**config.mk**
```make
export PLATFORM = sky130hd
export DESIGN_NAME = mc_ctrl_flat
export DESIGN_NICKNAME = d
export VERILOG_FILES = /design/src/rtl/mc_ctrl_pkg.sv /design/src/rtl/mc_ctrl_if.sv /design/src/rtl/mc_ctrl_decode.sv /design/src/rtl/mc_ctrl.sv /design/src/flat_wrapper.sv
export SDC_FILE = /design/constraint.sdc
export NUM_CORES = 1
export LEC_CHECK = 0
export ABC_AREA = 1
export CAP_MARGIN = 20
export CORE_MARGIN = 10
export CORE_UTILIZATION = 36
export DETAILED_ROUTE_END_ITERATION = 16
export PLACE_DENSITY = 0.77
export RECOVER_POWER = 100
export SLEW_MARGIN = 30
export SYNTH_ARGS = -nofsm -noshare
export SYNTH_HDL_FRONTEND = slang
export SYNTH_SLANG_ARGS = --single-unit
```
**constraint.sdc**
```tcl
create_clock -name clk -period 3 [get_ports clk]
set_input_delay 0.9 -clock clk [delete_from_list [all_inputs] [get_ports clk]]
set_output_delay 0.9 -clock clk [all_outputs]
set_load 0.02 [all_outputs]
```
**src/rtl/mc_ctrl_pkg.sv**
```systemverilog
// Shared definitions for the multi-cycle MIPS main control FSM:
// state encoding, instruction classes, opcode/funct constants,
// ALU operation codes and datapath select codes.
package mc_ctrl_pkg;

    localparam int unsigned STATE_W  = 4;
    localparam int unsigned OP_W     = 6;
    localparam int unsigned FUNCT_W  = 6;
    localparam int unsigned ALU_OP_W = 4;
    localparam int unsigned SEL_W    = 2;

    typedef enum logic [STATE_W-1:0] {
        ST_FETCH    = 4'd0,
        ST_DECODE   = 4'd1,
        ST_MEM_ADDR = 4'd2,
        ST_MEM_RD   = 4'd3,
        ST_MEM_WB   = 4'd4,
        ST_MEM_WR   = 4'd5,
        ST_R_EXEC   = 4'd6,
        ST_R_WB     = 4'd7,
        ST_I_EXEC   = 4'd8,
        ST_I_WB     = 4'd9,
        ST_BRANCH   = 4'd10,
        ST_JUMP     = 4'd11,
        ST_ILLEGAL  = 4'd12
    } state_t;

    typedef enum logic [2:0] {
        CLS_R   = 3'd0,
        CLS_LW  = 3'd1,
        CLS_SW  = 3'd2,
        CLS_BEQ = 3'd3,
        CLS_BNE = 3'd4,
        CLS_J   = 3'd5,
        CLS_I   = 3'd6,
        CLS_ILL = 3'd7
    } instr_cls_t;

    // Opcodes (IR[31:26])
    localparam logic [OP_W-1:0] OP_RTYPE = 6'h00;
    localparam logic [OP_W-1:0] OP_J     = 6'h02;
    localparam logic [OP_W-1:0] OP_BEQ   = 6'h04;
    localparam logic [OP_W-1:0] OP_BNE   = 6'h05;
    localparam logic [OP_W-1:0] OP_ADDI  = 6'h08;
    localparam logic [OP_W-1:0] OP_ADDIU = 6'h09;
    localparam logic [OP_W-1:0] OP_SLTI  = 6'h0A;
    localparam logic [OP_W-1:0] OP_SLTIU = 6'h0B;
    localparam logic [OP_W-1:0] OP_ANDI  = 6'h0C;
    localparam logic [OP_W-1:0] OP_ORI   = 6'h0D;
    localparam logic [OP_W-1:0] OP_XORI  = 6'h0E;
    localparam logic [OP_W-1:0] OP_LUI   = 6'h0F;
    localparam logic [OP_W-1:0] OP_LW    = 6'h23;
    localparam logic [OP_W-1:0] OP_SW    = 6'h2B;

    // R-type function codes (IR[5:0])
    localparam logic [FUNCT_W-1:0] FN_SLL  = 6'h00;
    localparam logic [FUNCT_W-1:0] FN_SRL  = 6'h02;
    localparam logic [FUNCT_W-1:0] FN_SRA  = 6'h03;
    localparam logic [FUNCT_W-1:0] FN_ADD  = 6'h20;
    localparam logic [FUNCT_W-1:0] FN_ADDU = 6'h21;
    localparam logic [FUNCT_W-1:0] FN_SUB  = 6'h22;
    localparam logic [FUNCT_W-1:0] FN_SUBU = 6'h23;
    localparam logic [FUNCT_W-1:0] FN_AND  = 6'h24;
    localparam logic [FUNCT_W-1:0] FN_OR   = 6'h25;
    localparam logic [FUNCT_W-1:0] FN_XOR  = 6'h26;
    localparam logic [FUNCT_W-1:0] FN_NOR  = 6'h27;
    localparam logic [FUNCT_W-1:0] FN_SLT  = 6'h2A;
    localparam logic [FUNCT_W-1:0] FN_SLTU = 6'h2B;

    // ALU operation codes
    localparam logic [ALU_OP_W-1:0] ALU_ADD  = 4'd0;
    localparam logic [ALU_OP_W-1:0] ALU_SUB  = 4'd1;
    localparam logic [ALU_OP_W-1:0] ALU_AND  = 4'd2;
    localparam logic [ALU_OP_W-1:0] ALU_OR   = 4'd3;
    localparam logic [ALU_OP_W-1:0] ALU_XOR  = 4'd4;
    localparam logic [ALU_OP_W-1:0] ALU_NOR  = 4'd5;
    localparam logic [ALU_OP_W-1:0] ALU_SLT  = 4'd6;
    localparam logic [ALU_OP_W-1:0] ALU_SLTU = 4'd7;
    localparam logic [ALU_OP_W-1:0] ALU_LUI  = 4'd8;
    localparam logic [ALU_OP_W-1:0] ALU_SLL  = 4'd9;
    localparam logic [ALU_OP_W-1:0] ALU_SRL  = 4'd10;
    localparam logic [ALU_OP_W-1:0] ALU_SRA  = 4'd11;

    // pc_source codes
    localparam logic [SEL_W-1:0] PC_SRC_ALU    = 2'd0;
    localparam logic [SEL_W-1:0] PC_SRC_ALUOUT = 2'd1;
    localparam logic [SEL_W-1:0] PC_SRC_JUMP   = 2'd2;
    localparam logic [SEL_W-1:0] EXC_VEC_SEL   = 2'd3;

    // alu_src_b codes
    localparam logic [SEL_W-1:0] SRCB_RT     = 2'd0;
    localparam logic [SEL_W-1:0] SRCB_FOUR   = 2'd1;
    localparam logic [SEL_W-1:0] SRCB_IMM    = 2'd2;
    localparam logic [SEL_W-1:0] SRCB_IMM_SH = 2'd3;

endpackage

```
**src/rtl/mc_ctrl_if.sv**
```systemverilog
// Control bus between the main control FSM and the shared datapath.
// master: the controller (drives selects/strobes, reads IR fields, zero, mem_ready).
// slave : the datapath/memory side.
interface mc_ctrl_if;
    logic [5:0] opcode;
    logic [5:0] funct;
    logic       zero;
    logic       mem_ready;
    logic       mem_req;
    logic       mem_we;
    logic       iord;
    logic       ir_write;
    logic       pc_write;
    logic       pc_write_cond;
    logic [1:0] pc_source;
    logic       alu_src_a;
    logic [1:0] alu_src_b;
    logic [3:0] alu_op;
    logic       sign_ext;
    logic       reg_write;
    logic       reg_dst;
    logic       mem_to_reg;
    logic       exc_illegal;
    logic [3:0] state_o;

    modport master (
        input  opcode, funct, zero, mem_ready,
        output mem_req, mem_we, iord, ir_write, pc_write, pc_write_cond, pc_source,
               alu_src_a, alu_src_b, alu_op, sign_ext, reg_write, reg_dst,
               mem_to_reg, exc_illegal, state_o
    );

    modport slave (
        output opcode, funct, zero, mem_ready,
        input  mem_req, mem_we, iord, ir_write, pc_write, pc_write_cond, pc_source,
               alu_src_a, alu_src_b, alu_op, sign_ext, reg_write, reg_dst,
               mem_to_reg, exc_illegal, state_o
    );
endinterface

```
**src/rtl/mc_ctrl_decode.sv**
```systemverilog
// Combinational instruction decoder: opcode/funct -> class, ALU op, extender mode.
// Ports: i_opcode, i_funct (IR fields); o_cls_c, o_alu_op_c, o_sign_ext_c.
module mc_ctrl_decode
    import mc_ctrl_pkg::*;
(
    input  logic [OP_W-1:0]     i_opcode,
    input  logic [FUNCT_W-1:0]  i_funct,
    output instr_cls_t          o_cls_c,
    output logic [ALU_OP_W-1:0] o_alu_op_c,
    output logic                o_sign_ext_c
);

    // Instruction class plus the ALU op / extender mode used in the EXEC states
    always_comb begin
        o_cls_c      = CLS_ILL;
        o_alu_op_c   = ALU_ADD;
        o_sign_ext_c = 1'b1;
        case (i_opcode)
            OP_RTYPE: begin
                o_cls_c      = CLS_R;
                o_sign_ext_c = 1'b0;
                case (i_funct)
                    FN_SLL:          o_alu_op_c = ALU_SLL;
                    FN_SRL:          o_alu_op_c = ALU_SRL;
                    FN_SRA:          o_alu_op_c = ALU_SRA;
                    FN_ADD, FN_ADDU: o_alu_op_c = ALU_ADD;
                    FN_SUB, FN_SUBU: o_alu_op_c = ALU_SUB;
                    FN_AND:          o_alu_op_c = ALU_AND;
                    FN_OR:           o_alu_op_c = ALU_OR;
                    FN_XOR:          o_alu_op_c = ALU_XOR;
                    FN_NOR:          o_alu_op_c = ALU_NOR;
                    FN_SLT:          o_alu_op_c = ALU_SLT;
                    FN_SLTU:         o_alu_op_c = ALU_SLTU;
                    default:         o_alu_op_c = ALU_ADD;
                endcase
            end
            OP_LW:    o_cls_c = CLS_LW;
            OP_SW:    o_cls_c = CLS_SW;
            OP_BEQ:   o_cls_c = CLS_BEQ;
            OP_BNE:   o_cls_c = CLS_BNE;
            OP_J:     o_cls_c = CLS_J;
            OP_ADDI, OP_ADDIU: o_cls_c = CLS_I;
            OP_SLTI:  begin o_cls_c = CLS_I; o_alu_op_c = ALU_SLT;  end
            OP_SLTIU: begin o_cls_c = CLS_I; o_alu_op_c = ALU_SLTU; end
            // Logical immediates and lui zero-extend
            OP_ANDI:  begin o_cls_c = CLS_I; o_alu_op_c = ALU_AND; o_sign_ext_c = 1'b0; end
            OP_ORI:   begin o_cls_c = CLS_I; o_alu_op_c = ALU_OR;  o_sign_ext_c = 1'b0; end
            OP_XORI:  begin o_cls_c = CLS_I; o_alu_op_c = ALU_XOR; o_sign_ext_c = 1'b0; end
            OP_LUI:   begin o_cls_c = CLS_I; o_alu_op_c = ALU_LUI; o_sign_ext_c = 1'b0; end
            default:  o_cls_c = CLS_ILL;
        endcase
    end

endmodule

```
**src/rtl/mc_ctrl.sv**
```systemverilog
// Multi-cycle MIPS main control FSM. Sequences fetch/decode/execute/memory/writeback
// and drives all datapath selects; stalls on a single-outstanding memory handshake.
// Ports: clk, rst (synchronous, active-high), bus (mc_ctrl_if.master: IR fields,
//        zero, mem_ready in; memory/PC/ALU/regfile controls and state_o out).
// Build option: MC_CTRL_EXC_EN enables the illegal-instruction exception in ILLEGAL;
//        without it ILLEGAL is a one-cycle NOP and exc_illegal stays 0.
module mc_ctrl
    import mc_ctrl_pkg::*;
(
    input  logic         clk,
    input  logic         rst,
    mc_ctrl_if.master    bus
);

    state_t                r_state;
    state_t                w_next_state;
    instr_cls_t            w_cls;
    logic [ALU_OP_W-1:0]   w_alu_op;
    logic                  w_sign_ext;

    mc_ctrl_decode u_decode (
        .i_opcode     (bus.opcode),
        .i_funct      (bus.funct),
        .o_cls_c      (w_cls),
        .o_alu_op_c   (w_alu_op),
        .o_sign_ext_c (w_sign_ext)
    );

    // State register
    always_ff @(posedge clk) begin
        if (rst) r_state <= ST_FETCH;
        else     r_state <= w_next_state;
    end

    // Next-state logic
    always_comb begin
        w_next_state = r_state;
        case (r_state)
            ST_FETCH:    if (bus.mem_ready) w_next_state = ST_DECODE;
            ST_DECODE: begin
                case (w_cls)
                    CLS_R:           w_next_state = ST_R_EXEC;
                    CLS_LW, CLS_SW:  w_next_state = ST_MEM_ADDR;
                    CLS_BEQ, CLS_BNE: w_next_state = ST_BRANCH;
                    CLS_J:           w_next_state = ST_JUMP;
                    CLS_I:           w_next_state = ST_I_EXEC;
                    default:         w_next_state = ST_ILLEGAL;
                endcase
            end
            ST_MEM_ADDR: w_next_state = (w_cls == CLS_SW) ? ST_MEM_WR : ST_MEM_RD;
            ST_MEM_RD:   if (bus.mem_ready) w_next_state = ST_MEM_WB;
            ST_MEM_WR:   if (bus.mem_ready) w_next_state = ST_FETCH;
            ST_R_EXEC:   w_next_state = ST_R_WB;
            ST_I_EXEC:   w_next_state = ST_I_WB;
            default:     w_next_state = ST_FETCH;
        endcase
    end

    assign bus.state_o = r_state;

    // Output decode; everything is forced quiet while rst is asserted
    always_comb begin
        bus.mem_req       = 1'b0;
        bus.mem_we        = 1'b0;
        bus.iord          = 1'b0;
        bus.ir_write      = 1'b0;
        bus.pc_write      = 1'b0;
        bus.pc_write_cond = 1'b0;
        bus.pc_source     = PC_SRC_ALU;
        bus.alu_src_a     = 1'b0;
        bus.alu_src_b     = SRCB_RT;
        bus.alu_op        = ALU_ADD;
        bus.sign_ext      = 1'b0;
        bus.reg_write     = 1'b0;
        bus.reg_dst       = 1'b0;
        bus.mem_to_reg    = 1'b0;
        bus.exc_illegal   = 1'b0;
        if (!rst) begin
            case (r_state)
                ST_FETCH: begin
                    // PC+4 computed during fetch; IR and PC load when memory returns
                    bus.mem_req   = 1'b1;
                    bus.alu_src_b = SRCB_FOUR;
                    bus.ir_write  = bus.mem_ready;
                    bus.pc_write  = bus.mem_ready;
                end
                ST_DECODE: begin
                    // Speculative branch target PC + (imm << 2)
                    bus.alu_src_b = SRCB_IMM_SH;
                    bus.sign_ext  = 1'b1;
                end
                ST_MEM_ADDR: begin
                    bus.alu_src_a = 1'b1;
                    bus.alu_src_b = SRCB_IMM;
                    bus.sign_ext  = 1'b1;
                end
                ST_MEM_RD: begin
                    bus.mem_req = 1'b1;
                    bus.iord    = 1'b1;
                end
                ST_MEM_WB: begin
                    bus.reg_write  = 1'b1;
                    bus.mem_to_reg = 1'b1;
                end
                ST_MEM_WR: begin
                    bus.mem_req = 1'b1;
                    bus.iord    = 1'b1;
                    bus.mem_we  = 1'b1;
                end
                ST_R_EXEC: begin
                    bus.alu_src_a = 1'b1;
                    bus.alu_op    = w_alu_op;
                end
                ST_R_WB: begin
                    bus.reg_write = 1'b1;
                    bus.reg_dst   = 1'b1;
                end
                ST_I_EXEC: begin
                    bus.alu_src_a = 1'b1;
                    bus.alu_src_b = SRCB_IMM;
                    bus.alu_op    = w_alu_op;
                    bus.sign_ext  = w_sign_ext;
                end
                ST_I_WB: bus.reg_write = 1'b1;
                ST_BRANCH: begin
                    // Taken when equal for beq, not equal for bne
                    bus.alu_src_a     = 1'b1;
                    bus.alu_op        = ALU_SUB;
                    bus.pc_source     = PC_SRC_ALUOUT;
                    bus.pc_write_cond = bus.zero ^ (w_cls == CLS_BNE);
                end
                ST_JUMP: begin
                    bus.pc_write  = 1'b1;
                    bus.pc_source = PC_SRC_JUMP;
                end
`ifdef MC_CTRL_EXC_EN
                ST_ILLEGAL: begin
                    bus.exc_illegal = 1'b1;
                    bus.pc_write    = 1'b1;
                    bus.pc_source   = EXC_VEC_SEL;
                end
`else
                ST_ILLEGAL: bus.exc_illegal = 1'b0;
`endif
                default: bus.mem_req = 1'b0;
            endcase
        end
    end

endmodule

```
**src/flat_wrapper.sv**
```systemverilog
// flat-port wrapper written by rule: the top's interface ports become plain ports
module mc_ctrl_flat import mc_ctrl_pkg::*;
  (clk, rst, bus_opcode, bus_funct, bus_zero, bus_mem_ready, bus_mem_req, bus_mem_we, bus_iord, bus_ir_write, bus_pc_write, bus_pc_write_cond, bus_pc_source, bus_alu_src_a, bus_alu_src_b, bus_alu_op, bus_sign_ext, bus_reg_write, bus_reg_dst, bus_mem_to_reg, bus_exc_illegal, bus_state_o);
  mc_ctrl_if bus_i ();
  input  logic clk;
  input  logic rst;
  input wire logic [$bits(bus_i.opcode)-1:0] bus_opcode;
  input wire logic [$bits(bus_i.funct)-1:0] bus_funct;
  input wire logic [$bits(bus_i.zero)-1:0] bus_zero;
  input wire logic [$bits(bus_i.mem_ready)-1:0] bus_mem_ready;
  output wire logic [$bits(bus_i.mem_req)-1:0] bus_mem_req;
  output wire logic [$bits(bus_i.mem_we)-1:0] bus_mem_we;
  output wire logic [$bits(bus_i.iord)-1:0] bus_iord;
  output wire logic [$bits(bus_i.ir_write)-1:0] bus_ir_write;
  output wire logic [$bits(bus_i.pc_write)-1:0] bus_pc_write;
  output wire logic [$bits(bus_i.pc_write_cond)-1:0] bus_pc_write_cond;
  output wire logic [$bits(bus_i.pc_source)-1:0] bus_pc_source;
  output wire logic [$bits(bus_i.alu_src_a)-1:0] bus_alu_src_a;
  output wire logic [$bits(bus_i.alu_src_b)-1:0] bus_alu_src_b;
  output wire logic [$bits(bus_i.alu_op)-1:0] bus_alu_op;
  output wire logic [$bits(bus_i.sign_ext)-1:0] bus_sign_ext;
  output wire logic [$bits(bus_i.reg_write)-1:0] bus_reg_write;
  output wire logic [$bits(bus_i.reg_dst)-1:0] bus_reg_dst;
  output wire logic [$bits(bus_i.mem_to_reg)-1:0] bus_mem_to_reg;
  output wire logic [$bits(bus_i.exc_illegal)-1:0] bus_exc_illegal;
  output wire logic [$bits(bus_i.state_o)-1:0] bus_state_o;
  assign bus_i.opcode = bus_opcode;
  assign bus_i.funct = bus_funct;
  assign bus_i.zero = bus_zero;
  assign bus_i.mem_ready = bus_mem_ready;
  assign bus_mem_req = bus_i.mem_req;
  assign bus_mem_we = bus_i.mem_we;
  assign bus_iord = bus_i.iord;
  assign bus_ir_write = bus_i.ir_write;
  assign bus_pc_write = bus_i.pc_write;
  assign bus_pc_write_cond = bus_i.pc_write_cond;
  assign bus_pc_source = bus_i.pc_source;
  assign bus_alu_src_a = bus_i.alu_src_a;
  assign bus_alu_src_b = bus_i.alu_src_b;
  assign bus_alu_op = bus_i.alu_op;
  assign bus_sign_ext = bus_i.sign_ext;
  assign bus_reg_write = bus_i.reg_write;
  assign bus_reg_dst = bus_i.reg_dst;
  assign bus_mem_to_reg = bus_i.mem_to_reg;
  assign bus_exc_illegal = bus_i.exc_illegal;
  assign bus_state_o = bus_i.state_o;
  mc_ctrl u_core (.clk(clk), .rst(rst), .bus(bus_i));
endmodule
```
# After elaboration in Yosys (flattened, before gate mapping)
# Memory sizes are Yosys's and may differ from the RTL's.
# Cells that the tools add are included.
[word_totals]
register_bits = 4
mem_bits_ro = 256
inputBits = 16
out_inout_bits = 24
elab_cells = 88
n_memories = 1
[classes]
eq_ne = 33
muxes = 37
n_bitwise = 1
reduce_logical = 15
[mem_list]
columns = ["name", "words", "word_bits", "read_ports", "rd_clocked_by_memory_dff", "wr", "line_no", "source"]
rows = [
  ["(name not given)", 64, 4, 1, 0, 0, "mc_ctrl_decode.sv:22", "case (i_funct)"],
]
[ops]
columns = ["cell", "n"]
rows = [
  ["$pmux W4 S7", 2],
  ["$eq A6 B4 Y1 const B", 8],
  ["$mux W1", 21],
  ["$pmux W3 S7", 1],
  ["$pmux W4 S5", 1],
  ["$eq A4 B3 Y1 const B", 4],
  ["$eq A4 B4 Y1 const B", 4],
  ["$mux W4", 4],
  ["$eq A6 B3 Y1 const B", 2],
  ["$eq A6 B6 Y1 const B", 2],
  ["$reduce_or A2 Y1", 6],
  ["$eq A3 B3 Y1 const B", 3],
  ["$eq A4 B2 Y1 const B", 2],
  ["$pmux W4 S2", 1],
  ["$reduce_or A8 Y1", 1],
  ["$eq A3 B2 Y1 const B", 2],
  ["$eq A6 B2 Y1 const B", 1],
  ["$logic_not A6 Y1", 1],
  ["$ne A2 B2 Y1 const B", 3],
  ["$pmux W2 S3", 1],
  ["$reduce_or A3 Y1", 2],
  ["$reduce_or A5 Y1", 1],
  ["$eq A4 B1 Y1 const B", 1],
  ["$logic_not A4 Y1", 1],
  ["other kinds (9)", 11],
]

# Depth between registers and ports, before layout
# Gate-level depths: netlist of the first run.
[depth]
ltp_word = 7
depth_mapped = 10
ltp_nobuf = 10

# By module
# Synthesis of the first run repeated with hierarchy kept, for this count alone.
[unflattened]
cells_unflattened = 188
hier_area_um2 = 939.7
[modules_own_cells]
columns = ["module", "n_inst", "cells_each", "area_per_inst_um2", "seq_area_each_um2"]
rows = [
  ["mc_ctrl", 1, 103, 535.5, 80.1],
  ["mc_ctrl_decode", 1, 85, 404.1, 0.0],
]

# Worst setup path before layout of the first run
# No wires, ideal clock.
[synth_timing]
kind = "input-to-output"
start = "input port rst"
end = "output port bus_reg_write"
arrival_time_ps = 1926
required_ps = 2100
setup_slack_ps = 174
cell_stages = 3
path_buffers = 0
path_cell_list = "nor4_1 nor2_1 o31ai_1"
[synth_between]
elab_chain_len = 1
[synth_rtl]
columns = ["item", "line_no", "source"]
rows = [
  ["start: declaration", "flat_wrapper.sv:6", "input logic rst;"],
  ["$mux W1", "mc_ctrl.sv:78", "if (!rst) begin"],
  ["end: declaration", "flat_wrapper.sv:22", "output wire logic [$bits(bus_i.reg_write)-1:0] bus_reg_write;"],
]
# Every way passes these cells.

# Worst setup path after layout of the first run
[layout_timing]
start = "input port bus_funct[1]"
end = "output port bus_alu_op[0]"
[layout_between]
elab_chain_len = 4
[layout_rtl]
columns = ["item", "line_no", "source"]
rows = [
  ["start: declaration", "flat_wrapper.sv:8", "input wire logic [$bits(bus_i.funct)-1:0] bus_funct;"],
  ["$mem_v2 Z64 W4", "-", ""],
  ["$pmux W4 S7", "mc_ctrl_decode.sv:18", "case (i_opcode)"],
  ["$pmux W4 S2", "mc_ctrl.sv:79", "case (r_state)"],
  ["$mux W4", "mc_ctrl.sv:78", ""],
  ["end: declaration", "flat_wrapper.sv:20", "output wire logic [$bits(bus_i.alu_op)-1:0] bus_alu_op;"],
]
# Every way passes these cells.

==> results.cfg, run 1 <==
[die]
ios = 40
die-area_sq_um = 4560
rows = 17
fp.dieW_um = 67.5
initial_core_util_pct = 37.4
core_sq_um = 2170
fp.dieH_um = 67.5

[worst_setup_path]
critPathArrivalTime_ns = 2.04
crit_fanout = 3
cpMostUsedCell = nand2_1
r2r_cells = 7
crit_type = primary input to primary output
slowest_stage = ha_1
worstPathCellList = clkbuf_2, inv_1, ha_1, nand2_1, nor2_1, o211ai_1, nand2_1, nand2_1, nand2_1, buf_6
critPathMaxStageDelay_ns = 0.30
cp-end-kind = primary output
required_ns = 2.10
cp-start-kind = primary input

[final_layout]
final_area_sq_um = 1420
drive_gt1_share_pct = 34.3
num-nets-final = 233
layout_commonest_cell = nand2_1
largest_reg_flops = 4
final_cell_mix = nand2_1, buf_4, nor2_1
fin_util_pct = 65.5
area_delta_synth_final_pct = 75.0
diodes = 0

[routing]
num_vias = 1193
dr.first_iter.drc_count = 39
vias_per_cell = 4.95
route.detailed.drc = 0
drt-total-wl_um = 3150
first_pass_iters = 4
antenna_left = 0
routedWlPerCell_um = 13.1

[timing]
hold_viol = 0
setup_viol = 0
fin_crit_sh_pct = 97.9
fin_skew_ns = 0.00279
rsz0062_at_grt = false
drv_slew = 0
fmax_mhz = 341
finalWorstSetupSlack_ns = 0.0634
period_minus_slack_ns = 2.94

[place]
post-place-ws_ns = -0.699
place_area_sq_um = 1400
gp_congestion = 0.901
portBuffers = 38
dp_hpwl_um = 2620

[global_route]
grt_pass1_vias = 1165
grt-ovfl-total = 0
grt_start_max_net_pins = 10
grtUsageTotal_pct = 13.6
grt_first_pass_wirelength_um = 5040
antenna_found_initial = 0

[synth]
synth_cell_types = 31
ys_ff_latch = 4
yosysSeqAreaShare_pct = 9.86
ys_warn_count = 0
netlist_area_sq_um = 812
synth_nets = 163
avgSynthCellArea_sq_um = 5.60
synthCells = 145

[job]
cap_violations = 0

[clock_tree]
path_clk_slew_ns = 0.04
clock_sinks = 4
clk_latency_ns = 0.23
htree_levels = 1
cts_buffers = 3
cts_tree = yes
cts-hold-fix-buffers = 0
root_buffer = clkbuf_4
cts_buffer_depth = 2

[worst_hold_path]
worst_hold_path_type = flop to flop
hold_path_depth = 2

[power_and_ir_drop]
power_density_nw_per_um2 = 404
leakage_nw = 0.771
ir_drop_v = 0.000254
total_power_w = 0.000575

[outcome]
status = finished, final reports clean
[worst paths after layout]
path | endpoint | slack [ns] | from
worst max-delay path | bus_alu_op[0] | 0.06 | bus_funct[1]
worst min-delay path | u_core.bus.state_o[0] | 0.61 | u_core.bus.state_o[0]
worst min register to register | u_core.bus.state_o[0] | 0.61 | u_core.bus.state_o[0]
worst max register to register | u_core.bus.state_o[0] | 1.59 | u_core.bus.state_o[1]
[worst max-delay path, delay by kind of cell]
kind	cells	cell delay (ns)
compound gates	1	0.23
fa+ha+maj	1	0.30
buf+inv	3	0.29
simple gates	5	0.31
[cells by family after synthesis]
family                   Yosys count  share of synthesized area, %
AND/OR/NAND/NOR                   90                          55.9
AO/OA/AOI/OAI                     23                          18.0
flip-flops                         4                          9.86
other                              1                         0.462
XOR/XNOR                           1                          1.08
adder cells (fa/ha/maj)            2                          3.08
buffers and inverters             24                          11.6
[layer usage]
metal / global-route usage, % / wire (um)
met5: 0 / 0
met1: 13.4 / 1250
met2: 26.3 / 1580
met4: 4.10 / 55
met3: 4.30 / 268
[synthesized netlist by cell type, drive strengths merged]
master | count | share of area (%)
nand2 | 37 | 19
nor2 | 28 | 18
inv | 22 | 10
nand3 | 16 | 10
a21oi | 8 | 5.4
o21ai | 6 | 4.6
dfxtp | 4 | 9.9
nor3 | 4 | 2.5
a31oi | 3 | 2.3
nand4 | 3 | 4.2
ha | 2 | 3.1
nor4 | 2 | 1.5
o211ai | 2 | 1.8
a32oi | 1 | 1.1
a41oi | 1 | 1.1
buf | 1 | 0.92
clkbuf | 1 | 0.46
conb | 1 | 0.46
o22ai | 1 | 0.77
o31ai | 1 | 0.92
xor2 | 1 | 1.1
[final cells by class]
type / instances / area (sq um)
fill: 230 / 748
multi-input combinational: 117 / 684
timing repair buffer: 67 / 517
inverter: 22 / 82.6
sequential: 4 / 80.1
tap: 28 / 35.0
clock buffer: 3 / 22.5
[metrics by stage]
stage          TNS (ns)  instances  hold WS [ns]
2_1_floorplan         0        145         0.616
6_report              0        241         0.607
3_3_place_gp      -8.02        234         0.594
4_1_cts               0        238         0.612
5_1_grt               0        241         0.660
3_5_place_dp      -8.74        234         0.605
[repair_timing]
| action | 4_1_cts | 5_1_grt |
|---|---|---|
| buffers inserted | 1 | 3 |
| setup endpoints to repair | 19 | 9 |
| pin swaps | 4 | 8 |
| hold endpoints to repair | 0 | 0 |
| gates resized for setup | 67 | 24 |
[report_power, final]
part           leakage, nW  switching, W  internal, W
clock               0.0138     0.0000195    0.0000446
sequential          0.0328     0.0000191    0.0000689
combinational        0.724      0.000268     0.000154
(Power assumes the default switching activity.)
==> inputs of run 2 (changes only) <==
--- a/config.mk
+++ b/config.mk
@@ -10,7 +10,7 @@
 export CORE_MARGIN = 10
 export CORE_UTILIZATION = 36
 export DETAILED_ROUTE_END_ITERATION = 16
-export PLACE_DENSITY = 0.77
+export PLACE_DENSITY = 0.73
 export RECOVER_POWER = 100
 export SLEW_MARGIN = 30
 export SYNTH_ARGS = -nofsm -noshare
==> run 2 against run 1 <==
Against the previous run:
- register-to-register slack better by 0.05 ns
- cell area decreased by 3.5%
- utilization down 2.3 points
- critical path type unchanged
- clock-buffer cell count stayed put
- maximum frequency grew 0.77%
- first-iteration DRC count up 41%
- global-route usage rose by 0.53 points
- worst setup slack improved by 0.022 ns
- worst hold slack worse by 0.044 ns
- combinational power shrank 2%
- sequential share of layout area increased by 0.30 points
- die area stayed put
==> results.cfg, run 2 (synthesis gave the netlist of run 1 again) <==
[global_route]
grt-ovfl-total = 0
grtUsageTotal_pct = 14.2
grt_pass1_vias = 1210
grt_start_max_net_pins = 10
antenna_found_initial = 0
grt_first_pass_wirelength_um = 5220

[routing]
dr.max_layer_used = met4
antenna_left = 0
routedWlPerCell_um = 12.9
met2_length_um = 1470
wl_met1_um = 1180
dr_wl_met3_um = 351
num_vias = 1197
dr.first_iter.drc_count = 55
drt-total-wl_um = 3070
vias_per_cell = 5.03
first_pass_iters = 4
route.detailed.drc = 0

[worst_setup_path]
critPathArrivalTime_ns = 2.01
crit_type = primary input to primary output
cp-end-kind = primary output
r2r_start = u_core.bus.state_o[1]
rr_endpoint = u_core.bus.state_o[0]
required_ns = 2.10
cp-start-kind = primary input
crit_fanout = 5
r2r_cells = 7
critPathLaunch = bus_opcode[2]
reg2reg_slack_ns = 1.64

[die]
fp.dieW_um = 67.5
ios = 40
fp.dieH_um = 67.5
die-area_sq_um = 4560
core_sq_um = 2170
rows = 17
initial_core_util_pct = 37.4

[final_layout]
drive_gt1_share_pct = 34.3
area_delta_synth_final_pct = 68.9
diodes = 0
layout_commonest_cell = nand2_1
num-nets-final = 230
largest_reg_flops = 4
final_cell_mix = nand2_1, buf_4, nor2_1, nand3_1, dlygate4sd2_1

[timing]
rsz0062_at_grt = false
fin_skew_ns = 0.00237
finalWorstSetupSlack_ns = 0.0857
setup_viol = 0
hold_viol = 0
fmax_mhz = 343
period_minus_slack_ns = 2.91
drv_slew = 0
fin_crit_sh_pct = 97.1

[power_and_ir_drop]
ir_drop_v = 0.000334
leakage_nw = 0.745
power_density_nw_per_um2 = 416
total_power_w = 0.000570

[place]
portBuffers = 38
gp_congestion = 0.912
dp_hpwl_um = 2630
post-place-ws_ns = -0.700

[clock_tree]
cts-hold-fix-buffers = 0
root_buffer = clkbuf_4
htree_levels = 1
path_clk_slew_ns = 0.04
cts_tree = yes
clock_sinks = 4
clk_latency_ns = 0.23
cts_buffers = 3
cts_buffer_depth = 2

[worst_hold_path]
worst_hold_path_type = flop to flop
hold_path_end = u_core.bus.state_o[0]
hold_path_depth = 2
min_from = u_core.bus.state_o[0]

[job]
cap_violations = 0

[outcome]
status = finished, final reports clean
run 2: cell type report:
| type | instances | area, sq um |
|---|---|---|
| Tap cell | 28 | 35.0 |
| Timing Repair Buffer | 64 | 473 |
| Fill cell | 230 | 798 |
| Clock buffer | 3 | 22.5 |
| Multi-Input combinational cell | 117 | 677 |
| Sequential cell | 4 | 81.3 |
| Inverter | 22 | 82.6 |
run 2: metal layers:
metal	vias to the layer above	track usage, %
met2	61	26.3
met4	0	4.36
met5	-	0
li1	611	-
met1	519	14.2
met3	6	5.29
run 2: how the worst max path moves through the flow:
stage	to	slack, ns	cells past startpoint
CTS	bus_alu_op[3]	-0.12	10
floorplan	bus_reg_write	0.17	3
global placement	bus_pc_write_cond	-0.66	8
finish	bus_sign_ext	0.09	8
global route	bus_pc_write_cond	0.01	8
detailed placement	bus_alu_op[0]	-0.70	9
run 2: report_power, final:
part | internal [W] | switching [W]
Combinational | 0.000147 | 0.000269
Sequential | 0.0000702 | 0.0000199
Clock | 0.0000446 | 0.0000199
Total | 0.000262 | 0.000308
run 2: worst max-delay path, stage by stage:
cell	delay, ns
clkbuf_2	0.16
nand2_1	0.16
inv_1	0.08
nand2_1	0.09
nand2_2	0.08
buf_4	0.13
a21oi_1	0.15
clkbuf_1	0.26
run 2: metrics by stage:
step	TNS, ns	hold slack, ns	area [sq um]	util, %	std cells
final	0	0.563	1370	63.2	238
after detailed placement	-8.44	0.604	1400	64.7	234
after floorplan	0	0.616	812	-	145
after global placement	-8.10	0.590	1400	64.7	234
after global routing	0	0.596	1370	63.2	238
after CTS	-0.168	0.608	1420	65.2	238
run 2: repair_timing:
action,CTS,global route
resized for setup,69,24
endpoints found under the setup margin,19,6
buffers inserted,1,0
pin swaps,1,4
==> inputs of run 3 (changes only) <==
--- a/config.mk
+++ b/config.mk
@@ -12,6 +12,7 @@
 export DETAILED_ROUTE_END_ITERATION = 16
 export PLACE_DENSITY = 0.73
 export RECOVER_POWER = 100
+export SKIP_CTS_REPAIR_TIMING = 1
 export SLEW_MARGIN = 30
 export SYNTH_ARGS = -nofsm -noshare
 export SYNTH_HDL_FRONTEND = slang
==> run 3 against run 2 <==
Against the previous run:
- wire length is 2.9% higher
- clock power hardly changed
- final cell count stayed put
- utilization is 5.4 points higher
- maximum frequency is 0.72% lower
- via count is 0.33% lower
- total power is 6.6% higher
- largest cell class unchanged
==> results.cfg, run 3 (synthesis gave the netlist of run 1 again) <==
[die]
die-area_sq_um = 4560
fp.dieW_um = 67.5
fp.dieH_um = 67.5
core_sq_um = 2170
rows = 17
initial_core_util_pct = 37.4
ios = 40

[final_layout]
area_delta_synth_final_pct = 83.2
largest_reg_flops = 4
fill_cells = 197
diodes = 0
num-nets-final = 230
fin_util_pct = 68.6
layout_commonest_cell = nand2_1
stdcell_count = 238
final_cell_mix = nand2_1, buf_4, dlymetal6s2s_1, nor2_1, nand3_1
drive_gt1_share_pct = 31.9

[routing]
first_pass_iters = 4
routedWlPerCell_um = 13.3
dr.first_iter.drc_count = 60
drt-total-wl_um = 3160
vias_per_cell = 5.01
route.detailed.drc = 0
num_vias = 1193
antenna_left = 0

[clock_tree]
path_clk_slew_ns = 0.04
clock_sinks = 4
cts_tree = yes
root_buffer = clkbuf_4
cts_buffers = 3
cts_buffer_depth = 2
clk_latency_ns = 0.23
htree_levels = 1

[timing]
fmax_mhz = 341
holdWs_ns = 0.566
hold_viol = 0
setup_viol = 0
setup_tns_ns = 0
fin_skew_ns = 0.00276
finalWorstSetupSlack_ns = 0.0646
drv_slew = 0
period_minus_slack_ns = 2.94
fin_crit_sh_pct = 97.8

[worst_setup_path]
cp-end-kind = primary output
crit_fanout = 4
crit_type = primary input to primary output
cp-start-kind = primary input
required_ns = 2.10
critPathArrivalTime_ns = 2.04

[place]
dp_hpwl_um = 2630
place_inst = 234
gp_congestion = 0.912
post-place-ws_ns = -0.700
portBuffers = 38

[global_route]
use_met2_pct = 24.8
grt_util_met1_pct = 13.9
grtUsageTotal_pct = 13.6
grt-ovfl-total = 0
antenna_found_initial = 0
top_usage_layer = met2
grt_start_max_net_pins = 10
grt_pass1_vias = 1164
grt_first_pass_wirelength_um = 4970
grtUsageMet3_pct = 5.12

[job]
cap_violations = 0

[worst_hold_path]
worst_hold_path_type = flop to flop

[power_and_ir_drop]
leakage_nw = 0.999
ir_drop_v = 0.000349
power_density_nw_per_um2 = 408

[outcome]
status = finished, final reports clean
-- run 3: layout make-up --
class	instances	area (sq um)	area share [%]
sequential	4	81.3	5.47
clock buffer	3	22.5	1.51
tap	28	35.0	2.35
multi-input combinational	117	664	44.7
timing repair buffer	64	602	40.5
inverter	22	82.6	5.55
-- run 3: worst paths after layout --
check / startpoint / to / slack, ns / cells past startpoint
worst max-delay path: bus_opcode[3] / bus_alu_op[2] / 0.06 / 9
worst min-delay path: u_core.bus.state_o[0] / u_core.bus.state_o[0] / 0.57 / 2
worst max register to register: u_core.bus.state_o[1] / u_core.bus.state_o[0] / 1.64 / 7
worst min register to register: u_core.bus.state_o[0] / u_core.bus.state_o[0] / 0.57 / 2
-- run 3: per-stage QoR --
step	cell area [sq um]	total power, W
CTS	1430	0.000616
global route	1490	0.000673
global placement	1400	0.000541
finish	1490	0.000607
detailed placement	1400	0.000548
floorplan	812	0.000349
-- run 3: layer usage --
layer	wire (um)	part of all wire, %
met1	1310	41
met2	1510	48
met3	265	8.4
met4	74	2.3
met5	0	0
-- run 3: power breakdown --
part           internal (W)  switching, W  leakage [nW]
Sequential        0.0000702     0.0000205        0.0330
Clock             0.0000446     0.0000198        0.0138
Combinational      0.000183      0.000269         0.952
Total              0.000298      0.000310         0.999
-- run 3: critical path, cell delays in order --
cell and delay [ns]:
dlymetal6s2s_1 0.17, nor2_4 0.17, nand4_4 0.14, nand2_2 0.11
a31oi_1 0.06, nor2_2 0.16, inv_2 0.06, nor2_2 0.09
clkbuf_2 0.17
